File: src/rtl/cci_mpf_csr_event_ctrl_if.sv
// MMIO counter-read request/response bundle between the CSR manager and the
// event controller.
interface cci_mpf_csr_event_ctrl_if #(
    parameter int TID_WIDTH = 9
);
    logic                 rd_req_valid;
    logic [4:0]           rd_req_idx;
    logic [TID_WIDTH-1:0] rd_req_tid;
    logic                 rd_req_full;
    logic                 rd_rsp_valid;
    logic [63:0]          rd_rsp_data;
    logic [TID_WIDTH-1:0] rd_rsp_tid;
    logic                 rd_rsp_ready;

    modport master (
        output rd_req_valid, rd_req_idx, rd_req_tid, rd_rsp_ready,
        input  rd_req_full, rd_rsp_valid, rd_rsp_data, rd_rsp_tid
    );

    modport slave (
        input  rd_req_valid, rd_req_idx, rd_req_tid, rd_rsp_ready,
        output rd_req_full, rd_rsp_valid, rd_rsp_data, rd_rsp_tid
    );
endinterface

File: src/rtl/cci_mpf_csr_event_ctrl.sv
// Per-event counters with CSR clear, and a queued MMIO read path that
// snapshots a counter and returns it through a valid/ready response.
module cci_mpf_csr_event_ctrl #(
    parameter int N_EVENTS       = 13,
    parameter int CNT_WIDTH      = 48,
    parameter int REQ_FIFO_DEPTH = 4,
    parameter int TID_WIDTH      = 9
) (
    input  logic                 clk,
    input  logic                 reset,
    input  logic [N_EVENTS-1:0]  evt_in,
    cci_mpf_csr_event_ctrl_if.slave rd,
    input  logic                 clr_valid,
    input  logic [4:0]           clr_idx,
    input  logic                 clr_all,
    output logic                 overflow_err
);
    localparam int PTR_W   = $clog2(REQ_FIFO_DEPTH);
    localparam int ENTRY_W = 5 + TID_WIDTH;

    typedef enum logic [1:0] {ST_IDLE, ST_SNAP, ST_RSP} state_t;

    logic [CNT_WIDTH-1:0] cnt     [N_EVENTS];
    logic [CNT_WIDTH-1:0] cnt_nxt [N_EVENTS];

    logic [ENTRY_W-1:0]   q_mem [REQ_FIFO_DEPTH];
    logic [PTR_W-1:0]     wr_ptr;
    logic [PTR_W-1:0]     rd_ptr;
    logic [PTR_W:0]       q_count;
    logic                 enq;
    logic                 deq;

    state_t               state;
    state_t               state_nxt;
    logic [4:0]           snap_idx;
    logic [TID_WIDTH-1:0] snap_tid;
    logic [CNT_WIDTH-1:0] snap_val;
    logic [63:0]          rsp_data;
    logic [TID_WIDTH-1:0] rsp_tid;

    // Clear takes priority over a same-cycle event; out-of-range clr_idx never matches.
    always_comb begin
        for (int unsigned i = 0; i < N_EVENTS; i++) begin
            cnt_nxt[i] = cnt[i];
            if (clr_all || (clr_valid && (clr_idx == 5'(i))))
                cnt_nxt[i] = '0;
            else if (evt_in[i])
                cnt_nxt[i] = cnt[i] + CNT_WIDTH'(1);
        end
    end

    always_ff @(posedge clk or posedge reset) begin
        if (reset) begin
            for (int unsigned i = 0; i < N_EVENTS; i++)
                cnt[i] <= '0;
        end else begin
            for (int unsigned i = 0; i < N_EVENTS; i++)
                cnt[i] <= cnt_nxt[i];
        end
    end

    assign rd.rd_req_full = (q_count == (PTR_W+1)'(REQ_FIFO_DEPTH));
    assign enq            = rd.rd_req_valid && !rd.rd_req_full;

    always_ff @(posedge clk) begin
        if (enq)
            q_mem[wr_ptr] <= {rd.rd_req_idx, rd.rd_req_tid};
    end

    always_ff @(posedge clk or posedge reset) begin
        if (reset) begin
            wr_ptr       <= '0;
            rd_ptr       <= '0;
            q_count      <= '0;
            overflow_err <= 1'b0;
        end else begin
            if (enq)
                wr_ptr <= wr_ptr + PTR_W'(1);
            if (deq)
                rd_ptr <= rd_ptr + PTR_W'(1);
            case ({enq, deq})
                2'b10:   q_count <= q_count + (PTR_W+1)'(1);
                2'b01:   q_count <= q_count - (PTR_W+1)'(1);
                default: q_count <= q_count;
            endcase
            if (rd.rd_req_valid && rd.rd_req_full)
                overflow_err <= 1'b1;
        end
    end

    always_comb begin
        state_nxt = state;
        deq       = 1'b0;
        case (state)
            ST_IDLE: begin
                if (q_count != '0) begin
                    deq       = 1'b1;
                    state_nxt = ST_SNAP;
                end
            end
            ST_SNAP: state_nxt = ST_RSP;
            ST_RSP:  if (rd.rd_rsp_ready) state_nxt = ST_IDLE;
            default: state_nxt = ST_IDLE;
        endcase
    end

    // Snapshot the next-state value so increments/clears landing on the SNAP edge are included.
    always_comb begin
        snap_val = '0;
        for (int unsigned i = 0; i < N_EVENTS; i++)
            if (snap_idx == 5'(i))
                snap_val = cnt_nxt[i];
    end

    always_ff @(posedge clk or posedge reset) begin
        if (reset) begin
            state    <= ST_IDLE;
            snap_idx <= '0;
            snap_tid <= '0;
            rsp_data <= '0;
            rsp_tid  <= '0;
        end else begin
            state <= state_nxt;
            if (deq)
                {snap_idx, snap_tid} <= q_mem[rd_ptr];
            if (state == ST_SNAP) begin
                rsp_data <= 64'(snap_val);
                rsp_tid  <= snap_tid;
            end
        end
    end

    assign rd.rd_rsp_valid = (state == ST_RSP);
    assign rd.rd_rsp_data  = rsp_data;
    assign rd.rd_rsp_tid   = rsp_tid;
endmodule
File: src/flat_wrapper.sv
// flat-port wrapper written by rule: the top's interface ports become plain ports
module cci_mpf_csr_event_ctrl_flat 
#(
    parameter int N_EVENTS       = 13,
    parameter int CNT_WIDTH      = 48,
    parameter int REQ_FIFO_DEPTH = 4,
    parameter int TID_WIDTH      = 9
)
  (clk, reset, evt_in, clr_valid, clr_idx, clr_all, overflow_err, rd_rd_req_valid, rd_rd_req_idx, rd_rd_req_tid, rd_rd_rsp_ready, rd_rd_req_full, rd_rd_rsp_valid, rd_rd_rsp_data, rd_rd_rsp_tid);
  cci_mpf_csr_event_ctrl_if #(.TID_WIDTH(TID_WIDTH)) rd_i ();
  input  logic clk;
  input  logic reset;
  input  logic [N_EVENTS-1:0] evt_in;
  input  logic clr_valid;
  input  logic [4:0] clr_idx;
  input  logic clr_all;
  output logic overflow_err;
  input wire logic [$bits(rd_i.rd_req_valid)-1:0] rd_rd_req_valid;
  input wire logic [$bits(rd_i.rd_req_idx)-1:0] rd_rd_req_idx;
  input wire logic [$bits(rd_i.rd_req_tid)-1:0] rd_rd_req_tid;
  input wire logic [$bits(rd_i.rd_rsp_ready)-1:0] rd_rd_rsp_ready;
  output wire logic [$bits(rd_i.rd_req_full)-1:0] rd_rd_req_full;
  output wire logic [$bits(rd_i.rd_rsp_valid)-1:0] rd_rd_rsp_valid;
  output wire logic [$bits(rd_i.rd_rsp_data)-1:0] rd_rd_rsp_data;
  output wire logic [$bits(rd_i.rd_rsp_tid)-1:0] rd_rd_rsp_tid;
  assign rd_i.rd_req_valid = rd_rd_req_valid;
  assign rd_i.rd_req_idx = rd_rd_req_idx;
  assign rd_i.rd_req_tid = rd_rd_req_tid;
  assign rd_i.rd_rsp_ready = rd_rd_rsp_ready;
  assign rd_rd_req_full = rd_i.rd_req_full;
  assign rd_rd_rsp_valid = rd_i.rd_rsp_valid;
  assign rd_rd_rsp_data = rd_i.rd_rsp_data;
  assign rd_rd_rsp_tid = rd_i.rd_rsp_tid;
  cci_mpf_csr_event_ctrl #(.N_EVENTS(N_EVENTS), .CNT_WIDTH(CNT_WIDTH), .REQ_FIFO_DEPTH(REQ_FIFO_DEPTH), .TID_WIDTH(TID_WIDTH)) u_core (.clk(clk), .reset(reset), .evt_in(evt_in), .rd(rd_i), .clr_valid(clr_valid), .clr_idx(clr_idx), .clr_all(clr_all), .overflow_err(overflow_err));
endmodule
File: config.mk
export PLATFORM = sky130hd
export DESIGN_NAME = cci_mpf_csr_event_ctrl_flat
export DESIGN_NICKNAME = d
export VERILOG_FILES = /design/src/rtl/cci_mpf_csr_event_ctrl_if.sv /design/src/rtl/cci_mpf_csr_event_ctrl.sv /design/src/flat_wrapper.sv
export SDC_FILE = /design/constraint.sdc
export NUM_CORES = 2
export LEC_CHECK = 0
export ABC_AREA = 1
export BUFFER_PORTS_ARGS = -buffer_cell sky130_fd_sc_hd__buf_2
export CAP_MARGIN = 40
export CORE_MARGIN = 2
export CORE_UTILIZATION = 50
export CTS_CLUSTER_SIZE = 20
export DETAILED_ROUTE_END_ITERATION = 12
export GPL_ROUTABILITY_DRIVEN = 0
export PLACE_DENSITY = 0.66
export SYNTH_ARGS = -nofsm -noshare
export SYNTH_HDL_FRONTEND = slang
export SYNTH_SLANG_ARGS = --single-unit
File: constraint.sdc
create_clock -name clk -period 30.5 [get_ports clk]
set_clock_uncertainty 0.2 [all_clocks]
set_input_delay 4.575 -clock clk [delete_from_list [all_inputs] [get_ports clk]]
set_output_delay 4.575 -clock clk [all_outputs]
set_load 0.02 [all_outputs]
Yosys cells after proc, flatten, opt, wreduce, memory -nomap -nowiden:

Memory sizes are Yosys's and may differ from the RTL's. A register that Yosys moved wholly into a read port is not among the register bits.
Index checks and enable logic that the tools add are counted.

* output and inout bits: 76
* latch bits: 0
* RAM bits: 56
* bits of input ports: 38
* memories kept: 1
* register bits after elaboration: 691
* memory bits (read-only): 0

* multiplexer cells: 47
* shift operators: 0
* div/mod/pow operators: 0
* bitwise operators: 0
* add/subtract/negate cells: 17
* multiply operators: 0
* reduce and logical (&&, ||, !) cells: 35
* equality and inequality tests: 31
* magnitude comparators: 0

Memories
* u_core.q_mem: words 4, bits a word 14, read ports 1, clocked after memory_dff 1, write ports 1, RTL line cci_mpf_csr_event_ctrl.sv:26 `logic [ENTRY_W-1:0] q_mem [REQ_FIFO_DEPTH];`

Operator list (count)
* $mux W48: 39
* $add A48 B1 Y48 const B: 13
* $eq A5 B4 Y1 const B: 10
* $eq A5 B3 Y1 const B: 8
* $eq A5 B2 Y1 const B: 4
* $logic_and A1 B1 Y1: 15
* $logic_or A1 B1 Y1: 13
* $eq A5 B1 Y1 const B: 2
* $logic_not A5 Y1: 2
* $pmux W2 S3: 1
* $pmux W3 S2: 1
* $add A2 B1 Y2 const B: 2
* $eq A2 B1 Y1 const B: 2
* $eq A2 B2 Y1 const B: 2
* $mux W1: 4
* $mux W2: 2
* $add A3 B1 Y3 const B: 1
* $eq A3 B3 Y1 const B: 1
* $reduce_bool A3 Y1: 1
* $sub A3 B1 Y3 const B: 1
* $logic_not A2 Y1: 1
* $ne A2 B1 Y1 const B: 1
* $ne A2 B2 Y1 const B: 1
* $reduce_and A2 Y1: 1
* other kinds (2): 2

Depth between registers and ports, before layout:

* depth after elaboration: 17
* gate-level depth with buffers: 20
* depth with buffers taken out: 20

Least setup slack after synthesis:

Ideal clock, no wire load.

* path type: input to register
* start point: input port evt_in[3]
* end point: register u_core.rsp_data[17] (netlist: u_core.rd.rd_rsp_data[17])
* data arrival time: 6227 ps
* setup time: 117 ps
* setup slack: 23957 ps
* cell stages on the path: 18
* cells stage by stage: buf_2 nand2_1 nor2_2 nand2_1 nor2_2 nand3b_1 nor2_1 nand2_1 nor2_1 nand2_1 nand4_1 nand3_1 nor2_1 nand4_1 nand2_1 nand3_1 nand2_1 nand2_1

* word-level cells in the longest chain between the ends: 12

Ends and longest elaborated chain
* start: declaration: RTL line flat_wrapper.sv:13 `input logic [N_EVENTS-1:0] evt_in;`
* $mux W48: RTL line cci_mpf_csr_event_ctrl.sv:47 `else if (evt_in[i])`
* $mux W48: RTL line cci_mpf_csr_event_ctrl.sv:45 `if (clr_all || (clr_valid && (clr_idx == 5'(i))))`
* $mux W48 (10 in a row): RTL line cci_mpf_csr_event_ctrl.sv:111 `if (snap_idx == 5'(i))`
* end signal: assignment: RTL line cci_mpf_csr_event_ctrl.sv:127 `rsp_data <= 64'(snap_val);`
* end: declaration: RTL line cci_mpf_csr_event_ctrl.sv:38 `logic [63:0] rsp_data;`

Every way passes these cells.
A chain may end at the register's enable or synchronous reset.

==> flow_summary.toml <==
[sta]
tightest_slew_ns = 0.931
slew_headroom_pct = 37.9
final-hold-violation-count = 0
slew_violations = 0
finalCritPeriodShare_pct = 26.1
setup_viol = 0
max_freq_ghz = 0.126
fin_setup_tns_ns = 0
fin_crit_ns = 7.96
rsz0062_at_grt = "no"

[power_and_ir_drop]
pwr_density_cell_nw_per_um2 = 51.4
power.leakage_nw = 24.4
peakVddDrop_uv = 59.5

[flow_run]
cap_viol_max_count = 0

[critical_path]
endpoint_kind = "async pin"
crit_chain = "buf_2, inv_8, buf_12, buf_4, buf_4, buf_16, buf_4"
critPathRequiredTime_ns = 30.99
crit_type = "in2async"
critPathTopFamily = "buffers and inverters"
start_kind = "input port"
cpMostUsedCell = "buf_4"
arrival_ns = 8.45
path_depth = 7
crit_fanout = 157
cp.buffers_inverters = 7
max_stage_delay_ns = 0.74
ff2ff_path_depth = 15
slowest_stage = "buf_4"

[worst_hold_path]
worstHoldPathCells = 1
holdCritPathClass = "reg2reg"

[finish]
layout-drive-gt1-share_pct = 7.20
syn2layout_area_growth_pct = 10.2
fin_nets = 7470
final_area_sq_um = 54500

[cts]
worstSkewPairLatency_ns = 0.69
cts_max_level = 3
max-clock-path-buffers = 3
post_cts_buffers = 0
cts_resized = 0
path_clk_slew_ns = 0.06
clockRootBuffer = "clkbuf_16"
cts_tree = "done"
ctsHoldBuffers = 0
cts_sinks = 761
cts_buffers = 88

[detailed_routing]
wl_per_cell_um = 19.7
dr.first_iter.drc_count = 5681
ant_nets = 0
routed_wirelength_um = 173000
via_per_inst = 5.60
drc = 0
via_count = 49200
first_pass_iters = 8

[floorplanning]
pin_count = 114
die-area_sq_um = 101000
rows = 115
start_util_pct = 50.4
die_h_um = 318
coreArea_sq_um = 98100
die_x_um = 318

[logic_synthesis]
synth_top_cell_by_area = "dfrtp_1"
ys_top_cells_by_area = "dfrtp_1 36%, nand2_1 16%, nor2_1 8.4%"
synth-simple-area-share_pct = 40.8
yosysSeqAreaShare_pct = 39.1
synth-xor-area-share_pct = 3.88
postSynth.asyncResetShare_pct = 92.6
synthesis.area_sq_um = 49400
yosysWarnings = 0
yosys_most_used_dff = "dfrtp_1"
ys_types = 67
synth_adder_area_share_pct = 0.496
netlist_top_cells_count = "2115 x nand2_1, 1113 x nor2_1, 985 x inv_1"
ys_ff_latch = 761
synth_edf_count = 56
synth.avg_cell_area_sq_um = 6.73
synth_top_family_by_area = "simple AND/OR/NAND/NOR gates"
yosys.area.top_type_share_pct = 35.7
syn_inst = 7351
synth_compound_area_share_pct = 6.23
synthMuxAreaShare_pct = 0.0430
yosysMostFrequentCell = "nand2_1"

[placement]
place_area_sq_um = 51400
port_buffers = 97
dpl.hpwl_um = 132000

[global_route]
grt_pass1_wl_um = 265000
grt_use_total_pct = 33.6
grt_max_degree = 158
grt_pass1_vias = 46266
grt_overflow = 0
antenna_found_initial = 5

[run_status]
outcome = "finished, final reports clean"
logic make-up after synthesis:
family	after synthesis
simple gates	4578
buf+inv	1208
flops	761
compound gates	563
xor+xnor	219
fa+ha+maj	19
mux	2
other cells	1
area by class of cell:
| cell class | count | area, sq um |
|---|---|---|
| diodes | 5 | 12.5 |
| clock buffers | 122 | 2480 |
| clock inverters | 43 | 609 |
| fillers | 9592 | 43600 |
| inverters | 1008 | 3790 |
| multi-input cells | 5397 | 25600 |
| flip-flops and latches | 761 | 19300 |
| well taps | 1287 | 1610 |
| repair buffers | 157 | 1090 |
worst register-to-register path, delay by kind of cell (launching register included):
kind | cells | cell delay, ns
flip-flops | 1 | 0.43
AND/OR/NAND/NOR | 15 | 3.40
through the flow:
step / setup slack (ns) / utilization [%] / std cells / power [W] / hold WS (ns)
CTS: 22.34 / 55.5 / 8775 / 0.00281 / 0.275
global route: 21.94 / 55.5 / 8778 / 0.00291 / 0.290
detailed placement: 21.64 / 52.4 / 8610 / 0.00167 / 0.252
floorplan: 5.95 / - / 7366 / 0.00146 / 0.271
finish: 22.54 / 55.5 / 8780 / 0.00280 / 0.274
global placement: 21.46 / 52.2 / 8600 / 0.00165 / 0.260
path summary, 6_finish.rpt:
| kind | end | start | slack (ns) |
|---|---|---|---|
| setup / recovery | u_core.cnt[269] | reset | 22.54 |
| hold / removal | u_core.overflow_err | u_core.overflow_err | 0.27 |
| setup reg to reg | u_core.rd.rd_rsp_data[39] | u_core.cnt[531] | 26.35 |
| hold reg to reg | u_core.overflow_err | u_core.overflow_err | 0.27 |
| max in group clk | u_core.rd.rd_rsp_data[39] | clr_idx[4] | 22.64 |
| min in group asynchronous | u_core.rd.rd_rsp_tid[1] | reset | 3.85 |
where the power goes:
| part | switching (W) | leakage, nW | total, W | internal [W] |
|---|---|---|---|---|
| logic | 0.000384 | 12.6 | 0.000521 | 0.000136 |
| registers | 0.0000471 | 10.3 | 0.00113 | 0.00109 |
| clock network | 0.000469 | 1.51 | 0.00115 | 0.000682 |
per-layer routing:
metal | up-vias | global-route usage, % | share of wire (%)
li1 | 23482 | - | -
met1 | 22967 | 44.3 | 41
met2 | 2300 | 52.4 | 44
met3 | 451 | 5.69 | 8.7
met4 | 0 | 18.9 | 6.3
met5 | - | 0 | 0
cell usage in the layout, fill, tap and decap left out, drive strengths merged, types with 4 or more instances in the layout:
| cell type | instances |
|---|---|
| a211oi | 4 |
| a21oi | 265 |
| a31oi | 10 |
| and2 | 46 |
| and3 | 26 |
| buf | 157 |
| bufinv | 13 |
| clkbuf | 122 |
| clkinv | 29 |
| clkinvlp | 4 |
| conb | 16 |
| dfrtp | 705 |
| diode | 5 |
| edfxtp | 56 |
| ha | 18 |
| inv | 1005 |
| nand2 | 2142 |
| nand3 | 513 |
| nand3b | 18 |
| nand4 | 280 |
| nor2 | 1207 |
| nor3 | 219 |
| nor3b | 28 |
| nor4 | 57 |
| o211ai | 5 |
| o21a | 31 |
| o21ai | 204 |
| o21bai | 16 |
| o32ai | 14 |
| or2 | 39 |
| xnor2 | 50 |
| xor2 | 169 |
flip-flops by register name (all words and copies together) (netlist names):
signal                 cells
u_core.rd.rd_rsp_tid       9
u_core.rd_ptr              2
u_core.snap_tid            9
u_core.overflow_err        1
u_core.cnt               624
u_core.q_count             3
u_core.rd.rd_rsp_data     48
u_core.snap_idx            5
u_core.q_mem              56
u_core.state               2
u_core.wr_ptr              2
(Power assumes the default switching activity.)
